File: src/rtl/seqdet_pkg.sv
// Shared definitions for the hit-count display: detector state codes,
// segment constants and the 4-bit glyph table (active-low, bit 6 = a .. bit 0 = g).
package seqdet_pkg;

    typedef enum logic [2:0] {
        ST_A = 3'd0,
        ST_B = 3'd1,
        ST_C = 3'd2,
        ST_D = 3'd3,
        ST_E = 3'd4,
        ST_F = 3'd5
    } det_state_e;

    localparam logic [6:0] SEG_BLANK = 7'b1111111;
    localparam logic [6:0] SEG_DASH  = 7'b1111110;

    // Decoder codes above 9 carry the non-numeric glyphs
    localparam logic [3:0] CODE_DASH  = 4'hA;
    localparam logic [3:0] CODE_BLANK = 4'hF;

    localparam logic [6:0] GLYPH_TABLE [16] = '{
        7'b0000001,  // 0
        7'b1001111,  // 1
        7'b0010010,  // 2
        7'b0000110,  // 3
        7'b1001100,  // 4
        7'b0100100,  // 5
        7'b0100000,  // 6
        7'b0001111,  // 7
        7'b0000000,  // 8
        7'b0000100,  // 9
        SEG_DASH,    // A
        SEG_BLANK,   // B
        SEG_BLANK,   // C
        SEG_BLANK,   // D
        SEG_BLANK,   // E
        SEG_BLANK    // F
    };

    function automatic logic [6:0] glyph(input logic [3:0] val);
        return GLYPH_TABLE[val];
    endfunction

endpackage

File: src/rtl/seg7_decode.sv
// Combinational 4-bit value to active-low 7-segment glyph; zero latency,
// no flow control.
module seg7_decode
    import seqdet_pkg::*;
(
    input  logic [3:0] val,
    output logic [6:0] seg
);

    assign seg = glyph(val);

endmodule

File: src/rtl/seq_hit_display.sv
// Counts sequence-detector hits as two BCD digits and scans them, plus the detector
// state, onto a 4-digit display; hit visible 3 edges after z rises, no backpressure.
module seq_hit_display
    import seqdet_pkg::*;
#(
    parameter int SCAN_DIV = 100000
) (
    input  logic       system_clk,
    input  logic       reset,
    input  logic       z,
    input  logic [2:0] q,
    input  logic       clr,
    output logic [6:0] seg,
    output logic [3:0] an,
    output logic       ovf
);

    localparam int SCAN_W = (SCAN_DIV > 2) ? $clog2(SCAN_DIV) : 1;
    localparam logic [SCAN_W-1:0] SCAN_LAST = SCAN_W'(SCAN_DIV - 1);

    logic       z_s1, z_s2, z_s3;
    logic [2:0] q_s1, q_s2;
    logic       clr_s1, clr_s2;

    logic [3:0] ones_q;
    logic [3:0] tens_q;
    logic       ovf_q;
    logic       hit;

    logic [SCAN_W-1:0] scan_cnt;
    logic [1:0]        digit_idx;
    logic [3:0]        digit_val;
    logic [6:0]        seg_nxt;
    logic [3:0]        an_nxt;

    always_ff @(posedge system_clk or posedge reset) begin
        if (reset) begin
            z_s1   <= 1'b0;
            z_s2   <= 1'b0;
            z_s3   <= 1'b0;
            q_s1   <= 3'd0;
            q_s2   <= 3'd0;
            clr_s1 <= 1'b0;
            clr_s2 <= 1'b0;
        end else begin
            z_s1   <= z;
            z_s2   <= z_s1;
            z_s3   <= z_s2;
            q_s1   <= q;
            q_s2   <= q_s1;
            clr_s1 <= clr;
            clr_s2 <= clr_s1;
        end
    end

    // Rising edge of the synchronized flag: one hit per z pulse regardless of width
    assign hit = z_s2 & ~z_s3;

    always_ff @(posedge system_clk or posedge reset) begin
        if (reset) begin
            ones_q <= 4'd0;
            tens_q <= 4'd0;
            ovf_q  <= 1'b0;
        end else if (clr_s2) begin
            ones_q <= 4'd0;
            tens_q <= 4'd0;
            ovf_q  <= 1'b0;
        end else if (hit) begin
            if (ones_q == 4'd9) begin
                ones_q <= 4'd0;
                if (tens_q == 4'd9) begin
                    tens_q <= 4'd0;
                    ovf_q  <= 1'b1;
                end else begin
                    tens_q <= tens_q + 4'd1;
                end
            end else begin
                ones_q <= ones_q + 4'd1;
            end
        end
    end

    always_ff @(posedge system_clk or posedge reset) begin
        if (reset) begin
            scan_cnt  <= '0;
            digit_idx <= 2'd0;
        end else if (scan_cnt == SCAN_LAST) begin
            scan_cnt  <= '0;
            digit_idx <= digit_idx + 2'd1;
        end else begin
            scan_cnt  <= scan_cnt + SCAN_W'(1);
        end
    end

    // Out-of-range detector states (6, 7) display as a dash
    always_comb begin
        digit_val = CODE_BLANK;
        case (digit_idx)
            2'd0: digit_val = ones_q;
            2'd1: digit_val = tens_q;
            2'd2: digit_val = CODE_BLANK;
            2'd3: digit_val = (q_s2 > ST_F) ? CODE_DASH : {1'b0, q_s2};
            default: digit_val = CODE_BLANK;
        endcase
    end

    seg7_decode u_seg7_decode (
        .val (digit_val),
        .seg (seg_nxt)
    );

    assign an_nxt = ~(4'b0001 << digit_idx);

    always_ff @(posedge system_clk or posedge reset) begin
        if (reset) begin
            an  <= 4'b1111;
            seg <= SEG_BLANK;
        end else begin
            an  <= an_nxt;
            seg <= seg_nxt;
        end
    end

    assign ovf = ovf_q;

endmodule

File: config.mk
export PLATFORM = sky130hd
export DESIGN_NAME = seq_hit_display
export DESIGN_NICKNAME = d
export VERILOG_FILES = /design/src/rtl/seqdet_pkg.sv /design/src/rtl/seg7_decode.sv /design/src/rtl/seq_hit_display.sv
export SDC_FILE = /design/constraint.sdc
export NUM_CORES = 1
export LEC_CHECK = 0
export ABC_AREA = 0
export ABC_CLOCK_PERIOD_IN_PS = 4200
export CORE_MARGIN = 1.5
export CORE_UTILIZATION = 30
export CTS_BUF_LIST = sky130_fd_sc_hd__clkbuf_16
export CTS_CLUSTER_SIZE = 12
export DETAILED_ROUTE_END_ITERATION = 12
export HOLD_SLACK_MARGIN = 0.08
export PLACE_DENSITY = 0.54
export SLEW_MARGIN = 40
export SYNTH_ARGS = -nofsm -noshare
export SYNTH_HDL_FRONTEND = slang
export SYNTH_SLANG_ARGS = --single-unit
File: constraint.sdc
create_clock -name system_clk -period 4.2 [get_ports system_clk]
set_input_delay 0.63 -clock system_clk [delete_from_list [all_inputs] [get_ports system_clk]]
set_output_delay 0.63 -clock system_clk [all_outputs]
set_load 0.01 [all_outputs]
==> results of run 1 <==
==> power groups by stage <==
stage	Clock [W]	Sequential, W	Combinational (W)
final	0.000458	0.000510	0.0000554
after global routing	0.000495	0.000513	0.0000632
after CTS	0.000476	0.000511	0.0000568
after detailed placement	0	0.000520	0.0000564
after global placement	0	0.000520	0.0000553
after floorplan	0	0.000518	0.0000324
==> cells in the final DEF, fill, tap and decap left out, types with 3 or more instances in the layout <==
cell and instances:
a21oi_1 3, and4_1 3, clkbuf_16 5, clkdlybuf4s50_1 18, dfrtp_1 39, dfstp_2 11, ha_1 16, inv_1 12
nand2_1 13, nand2b_1 3, nand3_1 11, nand4_1 3, nor2_1 14, nor3_1 5, o21ai_0 5, o31ai_1 4
xnor2_1 10, xor2_1 6
==> flip-flops by register name, summed over array words and instances (netlist names) <==
signal and flops:
z_s1 1, tens_q 4, clr_s1 1, digit_idx 2
z_s3 1, ones_q 4, q_s1 3, clr_s2 1
q_s2 3, scan_cnt 17, seg 7, z_s2 1
ovf 1, an 4
==> layout make-up <==
| class | count | area [um2] | area share [%] |
|---|---|---|---|
| inverter | 13 | 51.3 | 1.82 |
| multi-input combinational | 139 | 1030 | 36.4 |
| clock inverter | 3 | 43.8 | 1.55 |
| tap | 102 | 128 | 4.53 |
| clock buffer | 5 | 125 | 4.44 |
| sequential | 50 | 1260 | 44.9 |
| timing repair buffer | 18 | 180 | 6.39 |
==> worst min path at each step <==
stage                   end  slack (ns)
floorplan            clr_s2        0.33
global placement     clr_s2        0.33
detailed placement  q_s2[2]        0.34
CTS                 q_s2[0]        0.35
global route        q_s2[0]        0.36
finish              q_s2[0]        0.35
==> cells by family (layout without fill, tap and decap cells) <==
| kind of cell | count (synthesis) | after routing | synth area share [%] |
|---|---|---|---|
| xor gates and xnor gates | 16 | 16 | 5.95 |
| muxes | 3 | 3 | 1.33 |
| AOI/OAI and AO/OA | 32 | 32 | 10.2 |
| and+or+nand+nor | 72 | 72 | 17.3 |
| buffers and inverters | 16 | 39 | 3.03 |
| adders and majority gates | 16 | 16 | 8.50 |
| DFF | 50 | 50 | 53.7 |
==> metrics by stage <==
stage	total power, W	instance area (um2)
detailed placement	0.000576	2650
global placement	0.000575	2640
CTS	0.00104	2820
floorplan	0.000550	2360
global route	0.00107	2820
finish	0.00102	2820
==> worst register-to-register path: cells and delay by family (launching register included) <==
| family | cells | cell delay (ns) |
|---|---|---|
| adder cells (fa/ha/maj) | 2 | 0.49 |
| buffers and inverters | 2 | 0.30 |
| AND/OR/NAND/NOR | 1 | 0.29 |
| AO/OA/AOI/OAI | 3 | 0.66 |
| flip-flops | 1 | 0.40 |
==> routing by layer <==
| metal | global-route usage [%] | up-vias | part of all wire, % |
|---|---|---|---|
| met1 | 14.2 | 739 | 50 |
| met5 | 0 | - | 0 |
| met2 | 15.8 | 19 | 46 |
| met4 | 5.08 | 0 | 2.2 |
| li1 | - | 756 | - |
| met3 | 2.49 | 6 | 2.6 |
==> impl_metrics.ini, run 1 <==
[run_status]
outcome = completed

[power_and_ir_drop]
p_seq_share_pct = 49.9
p_switching_w = 0.000216
p_sw_share_pct = 21.1
p_leak_nw = 1.20
irDropWorstVdd_v = 0.000151
p_int_w = 0.000807
power_density_mw_per_mm2 = 363
power.clock.fraction_pct = 44.7
p_comb_share_pct = 5.4

[drt]
drt_pre_antenna_iters = 4
drt_iter0_drc = 41
wl_per_cell_um = 11.9
wirelength_um = 3920
ant_nets = 0
route.detailed.drc = 0
via_per_inst = 4.61
vias = 1520

[worst_setup_path]
cp-start-kind = register
reg2reg_depth = 8
critical_path_class = reg2reg
crit_path_max_fanout = 7
endpoint = seg[1]
reg2reg_slack_ns = 1.97
max_stage_delay_ns = 0.43
worstReg2RegEnd = seg[1]
slowest_stage = o21ai_1
path_depth = 8
end_kind = register
r2r_start = digit_idx[0]
crit_family = compound AO/OA/AOI/OAI gates
crit_required_ns = 4.41
worst-path-buf-inv = 2
critPathLaunch = digit_idx[0]
arrival_ns = 2.44
cp_cell_sequence = inv_1, ha_1, a221oi_1, o21ai_1, inv_1, ha_1, or2_2, a31oi_1

[clock_tree]
cts_hold_repair.buffers = 0
clock_path_buffers = 2
cts-resized-gates = 0
clkLatencyLatePin_ns = 0.29
htreeDepth = 2
post_cts_buffers = 0
numCtsBuffers = 5
cts_tree = built
cts_root_buffer = clkbuf_16
clock-sinks = 50
clkTransAtPathRegs_ns = 0.07

[timing]
setup_ws_ns = 1.97
setup_violations = 0
fin_worst_skew_ns = 0.00519
rsz0062_at_grt = false
hold_slack_ns = 0.347
max_freq_ghz = 0.449
tightestPinTransition_ns = 0.595
min_period_ns = 2.23
slew_violations = 0
setup_tns_ns = 0
hold_viol = 0
period_share_pct = 53.0
maxSlewHeadroom_pct = 60.3

[logic_synthesis]
synth_cells = 205
ys_ff_latch = 50
synth.top_cell.area_share_pct = 41.4
ys_async_sr_fraction_pct = 100
yosys-top-cells-count = dfrtp_1, ha_1, nor2_1, inv_1, nand2_1
netlist_area_mm2 = 0.00236
netlist_top_cells_area = dfrtp_1, dfstp_2, ha_1
ys_warn_count = 0
synth_fp_nets = 228
syn_avg_cell_area_um2 = 11.5
ys_seq_area_share_pct = 53.7
synth_flop_cell = dfrtp_1
synthDistinctLibCells = 52
synth.most_common_cell = dfrtp_1
synth_edf_count = 0
yosysTopAreaCell = dfrtp_1

[placement]
dp_hpwl_um = 2770
globalplace.congestion = 0.759
port_buffers = 18
post-place-ws_ns = 2.00
dp.cells = 322

[floorplanning]
core-area_mm2 = 0.00765
die_area_mm2 = 0.00839
io_pins = 19
dieWidth_um = 91.6
die_y_um = 91.6
start_util_pct = 30.8
rows = 32

[cells_and_area]
finalNonFillerCells = 330
final_util_pct = 36.9
area_growth_pct = 19.6
drive_gt1_share_pct = 14.5
fillers = 752
antennaDiodeCount = 0
finalNetCount = 250

[global_route]
antenna_found_initial = 0
grt_pass1_vias = 1469
grt_pass1_wl_um = 6950
gr-total-overflow = 0
grt_max_degree = 51
grt_use_total_pct = 10.5

[min_path]
hold_path_depth = 0
min_path_type = reg2reg
min-delay-start = q_s1[0]

[run]
drv_cap = 0
(Power assumes the default switching activity.)
==> run 2: changes to the inputs <==
Settings changed: ABC_CLOCK_PERIOD_IN_PS 4200 to 1900, PLACE_DENSITY 0.54 to 0.55.
Clock period 4.2 ns to 1.9 ns, I/O delays scaled along.
==> impl_metrics.ini, run 2 (same netlist as run 1, synthesis figures left out) <==
[run_status]
outcome = completed

[drt]
drt_iter0_drc = 106
drt_pre_antenna_iters = 4
wirelength_um = 4260
via_per_inst = 4.74
route.detailed.drc = 0
wl_per_cell_um = 12.3
ant_nets = 0
vias = 1645

[placement]
globalplace.congestion = 0.718
dp_hpwl_um = 2980
port_buffers = 18
post-place-ws_ns = -0.0104

[worst_setup_path]
max_stage_delay_ns = 0.42
reg2reg_depth = 8
crit_family = compound AO/OA/AOI/OAI gates
cp-start-kind = register
path_depth = 8
worst-path-buf-inv = 1
critPathLaunch = digit_idx[1]
crit_path_max_fanout = 5
crit_required_ns = 2.11
cp_cell_sequence = buf_4, ha_4, a21o_1, a31oi_1, o21a_2, ha_1, mux2i_1, a21oi_1
r2r_start = digit_idx[1]
reg2reg_slack_ns = 0.03
slowest_stage = dfrtp_1
arrival_ns = 2.08
critical_path_class = reg2reg
worstReg2RegEnd = seg[3]
endpoint = seg[3]
end_kind = register

[timing]
setup_violations = 0
fin_worst_skew_ns = 0.00648
period_share_pct = 98.2
slew_violations = 0
setup_tns_ns = 0
maxSlewHeadroom_pct = 66.1
min_period_ns = 1.87
tightestPinTransition_ns = 0.505
setup_ws_ns = 0.0348
hold_slack_ns = 0.242
hold_viol = 0
max_freq_ghz = 0.536
rsz0062_at_grt = true

[power_and_ir_drop]
power_density_mw_per_mm2 = 743
power.clock.fraction_pct = 43.8
p_leak_nw = 1.28
p_sw_share_pct = 20.8
p_comb_share_pct = 6.2
p_seq_share_pct = 50.0
p_int_w = 0.00179
p_switching_w = 0.000469
irDropWorstVdd_v = 0.000434

[clock_tree]
cts_root_buffer = clkbuf_16
numCtsBuffers = 5
cts_hold_repair.buffers = 0
clkTransAtPathRegs_ns = 0.07
clock-sinks = 50
clkLatencyLatePin_ns = 0.28
htreeDepth = 2
clock_path_buffers = 2
cts_tree = built

[global_route]
grt_pass1_vias = 1565
grt_use_total_pct = 11.0
grt_max_degree = 24
antenna_found_initial = 0
gr-total-overflow = 0
grt_pass1_wl_um = 7290

[floorplanning]
dieWidth_um = 91.6
die_y_um = 91.6
io_pins = 19
start_util_pct = 30.8
rows = 32
core-area_mm2 = 0.00765
die_area_mm2 = 0.00839

[cells_and_area]
area_growth_pct = 29.0
final_common_cell = dfrtp_1
antennaDiodeCount = 0
drive_gt1_share_pct = 26.1
final_util_pct = 39.7
reg_top3 = scan_cnt (17), seg (7)
finalNetCount = 267
largest_reg_flops = 17
top_register = scan_cnt
most-common-layout-cells = dfrtp_1, clkdlybuf4s50_1, buf_4, nor2_1, nand2_1

[min_path]
min_path_type = in2async

[run]
drv_cap = 0
[run 2: changes by cell type in the layout (fill, tap and decap cells not counted), moves of 2 or more]
cell,change
buf_12,+2
buf_4,+15
ha_1,-6
ha_2,+3
ha_4,+3
inv_1,-3
inv_2,+5
[run 2: area by class of cell]
class / count / area [um2]
Clock inverter: 3 / 41.3
Tap cell: 102 / 128
Clock buffer: 5 / 125
Inverter: 13 / 48.8
Timing Repair Buffer: 35 / 333
Sequential cell: 50 / 1260
Multi-Input combinational cell: 139 / 1100
Fill cell: 718 / 4610
[run 2: metrics by stage]
| stage | instance area, um2 | power [W] | std cells |
|---|---|---|---|
| after floorplan | 2360 | 0.00122 | 205 |
| after global placement | 2760 | 0.00129 | 336 |
| after detailed placement | 2760 | 0.00129 | 336 |
| after CTS | 2940 | 0.00230 | 344 |
| after global routing | 3040 | 0.00236 | 347 |
| final | 3040 | 0.00226 | 347 |
[run 2: what timing repair did]
| item | 4_1_cts | 5_1_grt |
|---|---|---|
| setup buffers | 0 | 3 |
| setup endpoints to repair | 3 | 7 |
| gates resized for setup | 3 | 16 |
| pin swaps | 0 | 7 |
| gates cloned | 0 | 0 |
[run 2: worst reg2reg max path: stages (launching register included)]
cell and delay, ns:
dfrtp_1 0.42, buf_4 0.17, ha_4 0.17, a21o_1 0.15
a31oi_1 0.19, o21a_2 0.22, ha_1 0.26, mux2i_1 0.14
a21oi_1 0.08
[run 2: power by group through the flow]
| stage | logic [W] | registers [W] | clock network [W] |
|---|---|---|---|
| 6_report | 0.000140 | 0.00113 | 0.000989 |
| 5_1_grt | 0.000159 | 0.00113 | 0.00107 |
| 4_1_cts | 0.000141 | 0.00113 | 0.00103 |
| 3_5_place_dp | 0.000140 | 0.00115 | 0 |
| 3_3_place_gp | 0.000138 | 0.00115 | 0 |
| 2_1_floorplan | 0.0000719 | 0.00114 | 0 |
[run 2: worst min-delay path by stage]
stage / endpoint / slack [ns] / start / cells after the start
floorplan: clr_s1 / 0.32 / clr / 0
finish: scan_cnt[1] / 0.24 / reset / 2
detailed placement: clr_s2 / 0.33 / clr_s1 / 0
CTS: scan_cnt[1] / 0.25 / reset / 2
global route: scan_cnt[0] / 0.27 / reset / 2
global placement: q_s2[2] / 0.33 / q_s1[2] / 0
[run 2: routing by layer]
metal	share of wire (%)	global-route usage, %	vias to the layer above
met4	1.8	5.08	0
met5	0	0	-
met3	2.7	2.65	6
met2	46	16.2	26
li1	-	-	798
met1	50	15.2	815
